$ cat config.mk
export PLATFORM = sky130hd
export DESIGN_NAME = tensor_host_sequencer
export DESIGN_NICKNAME = d
export VERILOG_FILES = /design/src/rtl/tensor_host_sequencer.sv
export SDC_FILE = /design/constraint.sdc
export NUM_CORES = 1
export LEC_CHECK = 0
export BUFFER_PORTS_ARGS = -buffer_cell sky130_fd_sc_hd__buf_2
export CELL_PAD_IN_SITES_DETAIL_PLACEMENT = 0
export CELL_PAD_IN_SITES_GLOBAL_PLACEMENT = 1
export CORE_MARGIN = 5
export CORE_UTILIZATION = 57
export DETAILED_ROUTE_END_ITERATION = 10
export GPL_TIMING_DRIVEN = 1
export PLACE_DENSITY_LB_ADDON = 0.1
export SYNTH_ARGS = -nofsm -noshare
export SYNTH_HDL_FRONTEND = slang
export SYNTH_SLANG_ARGS = --single-unit
$ cat constraint.sdc
create_clock -name clock_in -period 8.95 [get_ports clock_in]
set_input_delay 2.685 -clock clock_in [delete_from_list [all_inputs] [get_ports clock_in]]
set_output_delay 2.685 -clock clock_in [all_outputs]
set_load 0.05 [all_outputs]
$ cat src/rtl/tensor_host_sequencer.sv
// Host-side sequencer for the tiny tensor CPU: buffers a job, drives the burst instruction stream, returns results.
// Optional feature macro: TENSOR_HOST_RESET_PREAMBLE_EN (issues a CPU reset word before every burst write).
module tensor_host_sequencer #(
  parameter int OPERATE_WAIT = 8
) (
  input  logic              clock_in,
  input  logic              reset_n_in,
  input  logic              job_valid_in,
  input  logic [2:0]        job_op_in,
  output logic              job_ready_out,
  input  logic              operand_valid_in,
  input  logic [7:0]        operand_data_in,
  output logic              operand_ready_out,
  output logic [15:0]       current_instruction_out,
  input  logic signed [7:0] cpu_output_in,
  output logic              result_valid_out,
  output logic [7:0]        result_data_out,
  input  logic              result_ready_in,
  output logic              busy_out
);

  localparam logic [15:0] INSTR_NOP   = 16'h0000;
  localparam logic [15:0] INSTR_RESET = 16'h000C;
  localparam logic [15:0] INSTR_BW    = 16'h0007;
  localparam logic [15:0] INSTR_BR    = 16'h0003;
  localparam logic [4:0]  WAIT_LAST   = 5'(OPERATE_WAIT - 1);

  typedef enum logic [3:0] {
    S_IDLE, S_LOAD, S_PREAMBLE, S_BW_ISSUE, S_BW_DATA,
    S_OP_ISSUE, S_OP_WAIT, S_BR_ISSUE, S_BR_DATA, S_DRAIN
  } state_t;

  state_t      state_q, state_d;
  logic [4:0]  cnt_q, cnt_d;
  logic [2:0]  op_q, op_d;
  logic [7:0]  opnd_q [18];
  logic [7:0]  opnd_d [18];
  logic [7:0]  res_even_q [9];
  logic [7:0]  res_even_d [9];
  logic [7:0]  res_odd_q [9];
  logic [7:0]  res_odd_d [9];

  logic [15:0] instr_hi, instr_lo;
  logic [4:0]  bw_base, bw_idx1, bw_idx2, bw_idx3;
  logic [7:0]  drain_byte;

  always_ff @(posedge clock_in or negedge reset_n_in) begin
    if (!reset_n_in) begin
      state_q <= S_IDLE;
      cnt_q   <= '0;
      op_q    <= '0;
    end else begin
      state_q <= state_d;
      cnt_q   <= cnt_d;
      op_q    <= op_d;
    end
  end

  // Buffer contents are don't-care after reset, so these flops carry no reset.
  always_ff @(posedge clock_in) begin
    opnd_q    <= opnd_d;
    res_odd_q <= res_odd_d;
  end

  // Even result bytes are the CPU high-phase values, captured mid-cycle.
  always_ff @(negedge clock_in) begin
    res_even_q <= res_even_d;
  end

  always_comb begin
    state_d = state_q;
    cnt_d   = cnt_q;
    op_d    = op_q;
    case (state_q)
      S_IDLE: begin
        if (job_valid_in && job_ready_out) begin
          state_d = S_LOAD;
          op_d    = job_op_in;
          cnt_d   = '0;
        end
      end
      S_LOAD: begin
        if (operand_valid_in) begin
          if (cnt_q == 5'd17) begin
            cnt_d = '0;
`ifdef TENSOR_HOST_RESET_PREAMBLE_EN
            state_d = S_PREAMBLE;
`else
            state_d = S_BW_ISSUE;
`endif
          end else begin
            cnt_d = cnt_q + 5'd1;
          end
        end
      end
`ifdef TENSOR_HOST_RESET_PREAMBLE_EN
      S_PREAMBLE: state_d = S_BW_ISSUE;
`endif
      S_BW_ISSUE: begin
        state_d = S_BW_DATA;
        cnt_d   = '0;
      end
      S_BW_DATA: begin
        if (cnt_q == 5'd4) begin
          state_d = S_OP_ISSUE;
          cnt_d   = '0;
        end else begin
          cnt_d = cnt_q + 5'd1;
        end
      end
      S_OP_ISSUE: begin
        state_d = S_OP_WAIT;
        cnt_d   = '0;
      end
      S_OP_WAIT: begin
        if (cnt_q == WAIT_LAST) begin
          state_d = S_BR_ISSUE;
          cnt_d   = '0;
        end else begin
          cnt_d = cnt_q + 5'd1;
        end
      end
      S_BR_ISSUE: begin
        state_d = S_BR_DATA;
        cnt_d   = '0;
      end
      S_BR_DATA: begin
        if (cnt_q == 5'd8) begin
          state_d = S_DRAIN;
          cnt_d   = '0;
        end else begin
          cnt_d = cnt_q + 5'd1;
        end
      end
      S_DRAIN: begin
        if (result_ready_in) begin
          if (cnt_q == 5'd17) begin
            state_d = S_IDLE;
            cnt_d   = '0;
          end else begin
            cnt_d = cnt_q + 5'd1;
          end
        end
      end
      default: state_d = S_IDLE;
    endcase
  end

  always_comb begin
    opnd_d     = opnd_q;
    res_even_d = res_even_q;
    res_odd_d  = res_odd_q;
    if (state_q == S_LOAD && operand_valid_in && cnt_q < 5'd18) begin
      opnd_d[cnt_q] = operand_data_in;
    end
    if (state_q == S_BR_DATA && cnt_q < 5'd9) begin
      res_even_d[cnt_q[3:0]] = cpu_output_in;
      res_odd_d[cnt_q[3:0]]  = cpu_output_in;
    end
  end

  // Burst write cycle c carries bytes 4c..4c+3; indices past the operand buffer read as zero.
  assign bw_base = {cnt_q[2:0], 2'b00};
  assign bw_idx1 = bw_base + 5'd1;
  assign bw_idx2 = bw_base + 5'd2;
  assign bw_idx3 = bw_base + 5'd3;

  assign drain_byte = cnt_q[0] ? res_odd_q[cnt_q[4:1]] : res_even_q[cnt_q[4:1]];

  always_comb begin
    instr_hi          = INSTR_NOP;
    instr_lo          = INSTR_NOP;
    job_ready_out     = (state_q == S_IDLE) && reset_n_in;
    operand_ready_out = (state_q == S_LOAD);
    result_valid_out  = (state_q == S_DRAIN);
    result_data_out   = 8'h00;
    busy_out          = (state_q != S_IDLE);
    case (state_q)
`ifdef TENSOR_HOST_RESET_PREAMBLE_EN
      S_PREAMBLE: instr_hi = INSTR_RESET;
`endif
      S_BW_ISSUE: instr_hi = INSTR_BW;
      S_BW_DATA: begin
        instr_hi = {(bw_base < 5'd18) ? opnd_q[bw_base] : 8'h00,
                    (bw_idx1 < 5'd18) ? opnd_q[bw_idx1] : 8'h00};
        instr_lo = {(bw_idx2 < 5'd18) ? opnd_q[bw_idx2] : 8'h00,
                    (bw_idx3 < 5'd18) ? opnd_q[bw_idx3] : 8'h00};
      end
      S_OP_ISSUE: instr_hi = {11'b0, op_q, 2'b10};
      S_BR_ISSUE: instr_hi = INSTR_BR;
      S_DRAIN:    result_data_out = drain_byte;
      default:    instr_hi = INSTR_NOP;
    endcase
  end

  // Dual-phase output mux: low-phase word is presented while the clock is low.
  assign current_instruction_out = (state_q == S_BW_DATA && !clock_in) ? instr_lo : instr_hi;

endmodule

# == Word-level counts from Yosys, hierarchy flattened ==
# Index checks and enable logic that the tools add are counted.
# totals
reg_bits,300
output_inout_bits,28
wordCells,152
# op_classes
add_sub_neg,4
n_lt_le_gt_ge,15
n_eq_ne,20
n_mux,51
bitwise_logic,7
reduce_logical,16
# ops
op,n
binary-select mux 8 bit (select 5 bit),4
two-way mux 8 bit,20
bitwise mux 144 bit,1
bitwise mux 72 bit,2
binary-select mux 8 bit (select 4 bit),2
case mux 16 bit (4 select lines),1
demux 8 bit (select 5 bit),1
case mux 4 bit (9 select lines),1
two-way mux 5 bit,7
case mux 5 bit (7 select lines),1
demux 8 bit (select 4 bit),1
two-way mux 16 bit,2
two-way mux 4 bit,8
>= comparator 6 bit (second input constant),5
inverter 5 -> 6 bit,5
less-than comparator 5 bit (second input constant),5
equality test 4 x 3 -> 1 bit (second input constant),4
adder 5 x 1 -> 5 bit (second input constant),2
adder 5 x 2 -> 5 bit (second input constant),2
equality test 5 x 3 -> 1 bit (second input constant),2
>= comparator 5 bit (second input constant),2
inequality test 2 bit (second input constant),5
inverter 4 -> 5 bit,2
equality test 4 bit (second input constant),2
17 further kinds,26

# == Longest topological paths before layout ==
# Gate-level depths: netlist (run 1).
# logic_depth
ltp_word,8
ltp_mapped,9

==> results.cfg, run 1 <==
[place]
numPortBuffers = 51
pre_cts_ws_ps = 107
place_congestion = 0.760
hpwl_mm = 15.9
place_area_um2 = 12900
placed_cells = 981

[final_layout]
finalNonFillerCells = 1132
fillCellCount = 1285
diodes = 0
nets = 857
design_area_um2 = 15200
final_common_cell = edfxtp_1
area_growth_pct = 23.6
drive_above_1_share = 0.382
final_cell_mix = edfxtp_1, clkinvlp_4, clkbuf_16, mux4_2, buf_2

[global_routing]
antenna_found_initial = 1
grt_pass1_wl_mm = 43.1
grt_max_degree = 49
grt_overflow = 0
grt_pass1_vias = 7660
grt_use_total = 0.236

[sta]
finalClockSkew_ps = 121
hold_viol_final = 0
grt_setup_unrepaired = true
report.final.slew_viol_count = 0
setup_slack_ps = -618
relSlewSlack = 0.163
worst_pin_slew_ps = 1250
finalSetupViolations = 8

[die]
start_util = 0.582
die-area_um2 = 24600
die_h_um = 157
core-area_um2 = 21100
die_w_um = 157
num_rows = 53
pin_count = 52

[setup_path]
end_kind = output port
cp_top_family = multiplexers
crit_path_max_fanout = 1
worstSetupPathType = reg -> out
critPathMaxStageDelay_ps = 500
rrSetupSlack_ps = 2020
cp_slowest_cell = mux4_2
crit_chain = mux4_2 -> mux2_2 -> a221o_1 -> buf_6
required_ps = 6270
arrival_ps = 6880
cp-start-kind = flop
cp_num_buf_inv = 1

[logic_synthesis]
synth.avg_cell_area_um2 = 18.1
synth_cell_types = 56
yosys_warnings = 0
synth_edf_count = 288
netlist.top_cell.by_area = edfxtp_1
async_flop_share = 0.0400
synth_area_um2 = 12300
synth_cells = 678
yosysTopAreaCellShare = 0.704
syn_nets = 707
ys_ff_latch = 300
synth_ff_type = edfxtp_1
synthTopCellsByArea = edfxtp_1, mux4_2, mux2_2
ys_seq_area_frac = 0.729

[worst_hold_path]
hp-class = reg -> reg

[run_status]
outcome = finished with violations
violations = negative setup slack

[route]
firstDrtPassIters = 4
num_vias = 6908
viasPerCell = 6.10
antenna_left = 0
wl_per_cell_um = 24.3
wl_mm = 27.5
drc = 0
first_iter_violations = 478

[cts]
cts_setup_buffers = 0
clock_latency_ps = 750
cts_tree = done
clk_pin_slew_ps = 60
hold_buffers = 0

[pwr]
peakVddDrop_v = 0.000319
leakagePower_uw = 0.00487
powerDensity_nw_per_um2 = 306

[job]
maxCapViolations = 0
## metrics by stage
stage | hold slack [ps] | util | TNS [ps] | total power, uW
3_5_place_dp | 502 | 0.611 | 0 | 2530
3_3_place_gp | 497 | 0.611 | 0 | 2520
4_1_cts | 516 | 0.719 | -4480 | 4700
2_1_floorplan | 480 | - | 0 | 2340
5_1_grt | 527 | 0.720 | -4910 | 4870
6_report | 515 | 0.720 | -4420 | 4640
## per-layer routing
layer | part of all wire | routed length [um] | global-route usage | vias up
li1 | - | - | - | 3054
met1 | 0.39 | 10800 | 0.294 | 3474
met2 | 0.51 | 14000 | 0.375 | 304
met3 | 0.073 | 2020 | 0.0827 | 74
met4 | 0.026 | 702 | 0.110 | 2
met5 | 0.00047 | 13 | 0 | -
## synthesized netlist by cell type (all sizes together) (7+ instances only)
library cell	count
a22oi	9
buf	26
clkbuf	15
dfrtp	12
edfxtp	288
inv	13
mux2	31
mux2i	29
mux4	47
nand2	10
nand2b	10
nand3	29
nor2	27
nor3	9
nor4	7
o211ai	12
o21ai	29
## cell families after synthesis
| family | after synthesis | share of synthesized area |
|---|---|---|
| and+or+nand+nor | 122 | 0.0555 |
| buffers and inverters | 54 | 0.0200 |
| AOI/OAI and AO/OA | 89 | 0.0520 |
| muxes | 107 | 0.138 |
| xor gates and xnor gates | 1 | 0.000713 |
| adders and majority gates | 5 | 0.00509 |
| DFF | 300 | 0.729 |
## sequential cells by signal, indices dropped and copies added (netlist names)
| signal | count |
|---|---|
| state_q | 4 |
| res_even_q | 72 |
| res_odd_q | 72 |
| cnt_q | 5 |
| opnd_q | 144 |
| op_q | 3 |
## layout make-up
cell class	instances	area, um^2	share of cell area
Clock inverter	94	827	0.0545
Tap cell	275	344	0.0227
Clock buffer	74	1410	0.0929
Inverter	12	45.0	0.00297
Sequential cell	300	8950	0.590
Multi-Input combinational cell	324	3240	0.214
Timing Repair Buffer	53	357	0.0235
## where the power goes
part           leakage [uW]  switching (uW)  internal, uW
registers           0.00272            64.6          1550
logic               0.00125             479           382
clock network      0.000899             995          1170
total               0.00487            1540          3100
## worst paths after layout
kind / from / cells past startpoint / to
setup / recovery: res_even_q[14]$_DFFE_NP_ / 4 / result_data_out[6]
hold / removal: op_q[2]$_DFFE_PN0P_ / 1 / op_q[2]$_DFFE_PN0P_
setup reg to reg: state_q[1]$_DFFE_PN0P_ / 3 / res_even_q[44]$_DFFE_NP_
hold reg to reg: op_q[2]$_DFFE_PN0P_ / 1 / op_q[2]$_DFFE_PN0P_
max in group asynchronous: reset_n_in / 1 / cnt_q[0]$_DFFE_PN0P_
min in group asynchronous: reset_n_in / 1 / cnt_q[2]$_DFFE_PN0P_
## what timing repair did
action                                 4_1_cts  5_1_grt
pin swaps                                   13        2
setup endpoints to repair                   24       18
endpoints found under the hold margin        0        0
gates resized for setup                     46        1
No activity file was read; power rests on OpenSTA's default activity.
==> inputs of run 2 (changes only) <==
--- a/config.mk
+++ b/config.mk
@@ -9,10 +9,11 @@
 export CELL_PAD_IN_SITES_DETAIL_PLACEMENT = 0
 export CELL_PAD_IN_SITES_GLOBAL_PLACEMENT = 1
 export CORE_MARGIN = 5
-export CORE_UTILIZATION = 57
+export CORE_UTILIZATION = 25
 export DETAILED_ROUTE_END_ITERATION = 10
 export GPL_TIMING_DRIVEN = 1
 export PLACE_DENSITY_LB_ADDON = 0.1
+export SLEW_MARGIN = 5
 export SYNTH_ARGS = -nofsm -noshare
 export SYNTH_HDL_FRONTEND = slang
 export SYNTH_SLANG_ARGS = --single-unit
==> constraint.sdc (replaced) <==
create_clock -name clock_in -period 10.5 [get_ports clock_in]
set_input_delay 3.15 -clock clock_in [delete_from_list [all_inputs] [get_ports clock_in]]
set_output_delay 3.15 -clock clock_in [all_outputs]
set_load 0.05 [all_outputs]
==> results.cfg, run 2 (same netlist as run 1, synthesis figures left out) <==
[run_status]
outcome = finished with violations
violations = negative setup slack

[route]
wl_per_cell_um = 21.9
wl_mm = 33.2
drc = 0
first_iter_violations = 303
topRoutingLayerUsed = met5
viasPerCell = 4.50
num_vias = 6815
antenna_left = 0
route.met3.wl_mm = 1.81
met1Wirelength_mm = 13.9
dr_wl_met2_mm = 16.4
firstDrtPassIters = 4

[die]
die-area_um2 = 53700
start_util = 0.252
die_w_um = 232
core-area_um2 = 48700
num_rows = 81
die_h_um = 232
pin_count = 52

[final_layout]
diodes = 0
drive_above_1_share = 0.284
design_area_um2 = 15100
nets = 856
area_growth_pct = 23.0
reg_top3 = opnd_q: 144 flops, res_even_q: 72 flops, res_odd_q: 72 flops
fillCellCount = 4801
largest-register = opnd_q
final_common_cell = edfxtp_1
fin_util = 0.310
largest_reg_flops = 144
final_cell_mix = edfxtp_1, inv_1, clkbuf_16, mux4_2, buf_2

[pwr]
peakVddDrop_v = 0.000112
switching_share = 0.300
power.switching_uw = 1080
share_seq_of_total_power = 0.396
powerDensity_nw_per_um2 = 238
leakagePower_uw = 0.00513
p_comb_frac = 0.200
pwr-share-clk = 0.404
internal_power_uw = 2520

[worst_hold_path]
hold_end = op_q[0]$_DFFE_PN0P_
hp-class = reg -> reg
hp-start = op_q[0]$_DFFE_PN0P_
hold_path_depth = 1

[cts]
cts_tree = done
clock_latency_ps = 720
clk_pin_slew_ps = 50

[sta]
worst_pin_slew_ps = 1220
finalSetupViolations = 8
grt_setup_unrepaired = true
hold_viol_final = 0
report.final.slew_viol_count = 0
finalClockSkew_ps = 86.6
relSlewSlack = 0.180
setup_slack_ps = -226

[global_routing]
grt_use_total = 0.127
antenna_found_initial = 1
grt_pass1_wl_mm = 49.3
grt_overflow = 0
grt_pass1_vias = 7824
grt_max_degree = 41

[setup_path]
crit_path_max_fanout = 1
end_kind = output port
cp_top_family = multiplexers
rrSetupSlack_ps = 2620
required_ps = 7350
cp_slowest_cell = mux4_2
critPathMaxStageDelay_ps = 460
cp-start-kind = flop
r2r_start = cnt_q[2]$_DFFE_PN0P_
crit_chain = mux4_2 -> mux2_2 -> a221o_1 -> buf_6
worstSetupPathType = reg -> out
r2r-end = res_even_q[7]$_DFFE_NP_
arrival_ps = 7580
rr_worst_depth = 4
cp_num_buf_inv = 1

[place]
numPortBuffers = 51
hpwl_mm = 19.7
place_congestion = 0.711
place_area_um2 = 13400

[job]
maxCapViolations = 0
-- run 2: worst max path at each step --
stage	from	to	slack [ps]	depth (start not counted)
2_1_floorplan	clock_in	current_instruction_out[10]	100	5
3_3_place_gp	clock_in	current_instruction_out[1]	400	5
3_5_place_dp	clock_in	current_instruction_out[1]	400	5
4_1_cts	res_even_q[23]$_DFFE_NP_	result_data_out[7]	-270	4
5_1_grt	res_even_q[15]$_DFFE_NP_	result_data_out[7]	-320	4
6_report	res_even_q[23]$_DFFE_NP_	result_data_out[7]	-230	4
-- run 2: power groups by stage --
stage,Sequential (uW),Combinational [uW],Clock (uW)
2_1_floorplan,1350,589,48.9
3_3_place_gp,1450,706,47.9
3_5_place_dp,1450,706,47.9
4_1_cts,1430,737,1520
5_1_grt,1440,780,1590
6_report,1430,720,1450
-- run 2: metrics by stage --
stage	hold slack [ps]	TNS (ps)	setup slack [ps]	std cells	power, uW
after floorplan	480	0	99.9	678	1990
after global placement	507	0	399	1369	2210
after detailed placement	507	0	402	1369	2210
after CTS	519	-1710	-271	1515	3680
after global routing	565	-2060	-317	1515	3810
final	512	-1330	-226	1515	3600
-- run 2: cell type report --
cell class	count	area, um^2	share of cell area
clock buffer	73	1340	0.0884
timing repair buffer	52	353	0.0234
inverter	12	45.0	0.00298
sequential	300	8950	0.593
tap	664	831	0.0550
clock inverter	90	389	0.0258
multi-input combinational	324	3190	0.212
-- run 2: worst register-to-register path: cells and delay by family (launching register included) --
kind	cells	cell delay [ps]
AND/OR/NAND/NOR	3	1640
flip-flops	1	380
buffers and inverters	1	340
-- run 2: per-layer routing --
| layer | vias to the layer above | GRT usage |
|---|---|---|
| li1 | 3045 | - |
| met3 | 85 | 0.0451 |
| met1 | 3510 | 0.151 |
| met2 | 173 | 0.201 |
| met5 | - | 0 |
| met4 | 2 | 0.0698 |
-- run 2: repair_timing --
item / CTS / global route
setup endpoints to repair: 23 / 8
gates resized for setup: 31 / 1
hold buffers: 0 / 0
buffers inserted: 0 / 0
endpoints found under the hold margin: 0 / 0
pin swaps: 8 / 0
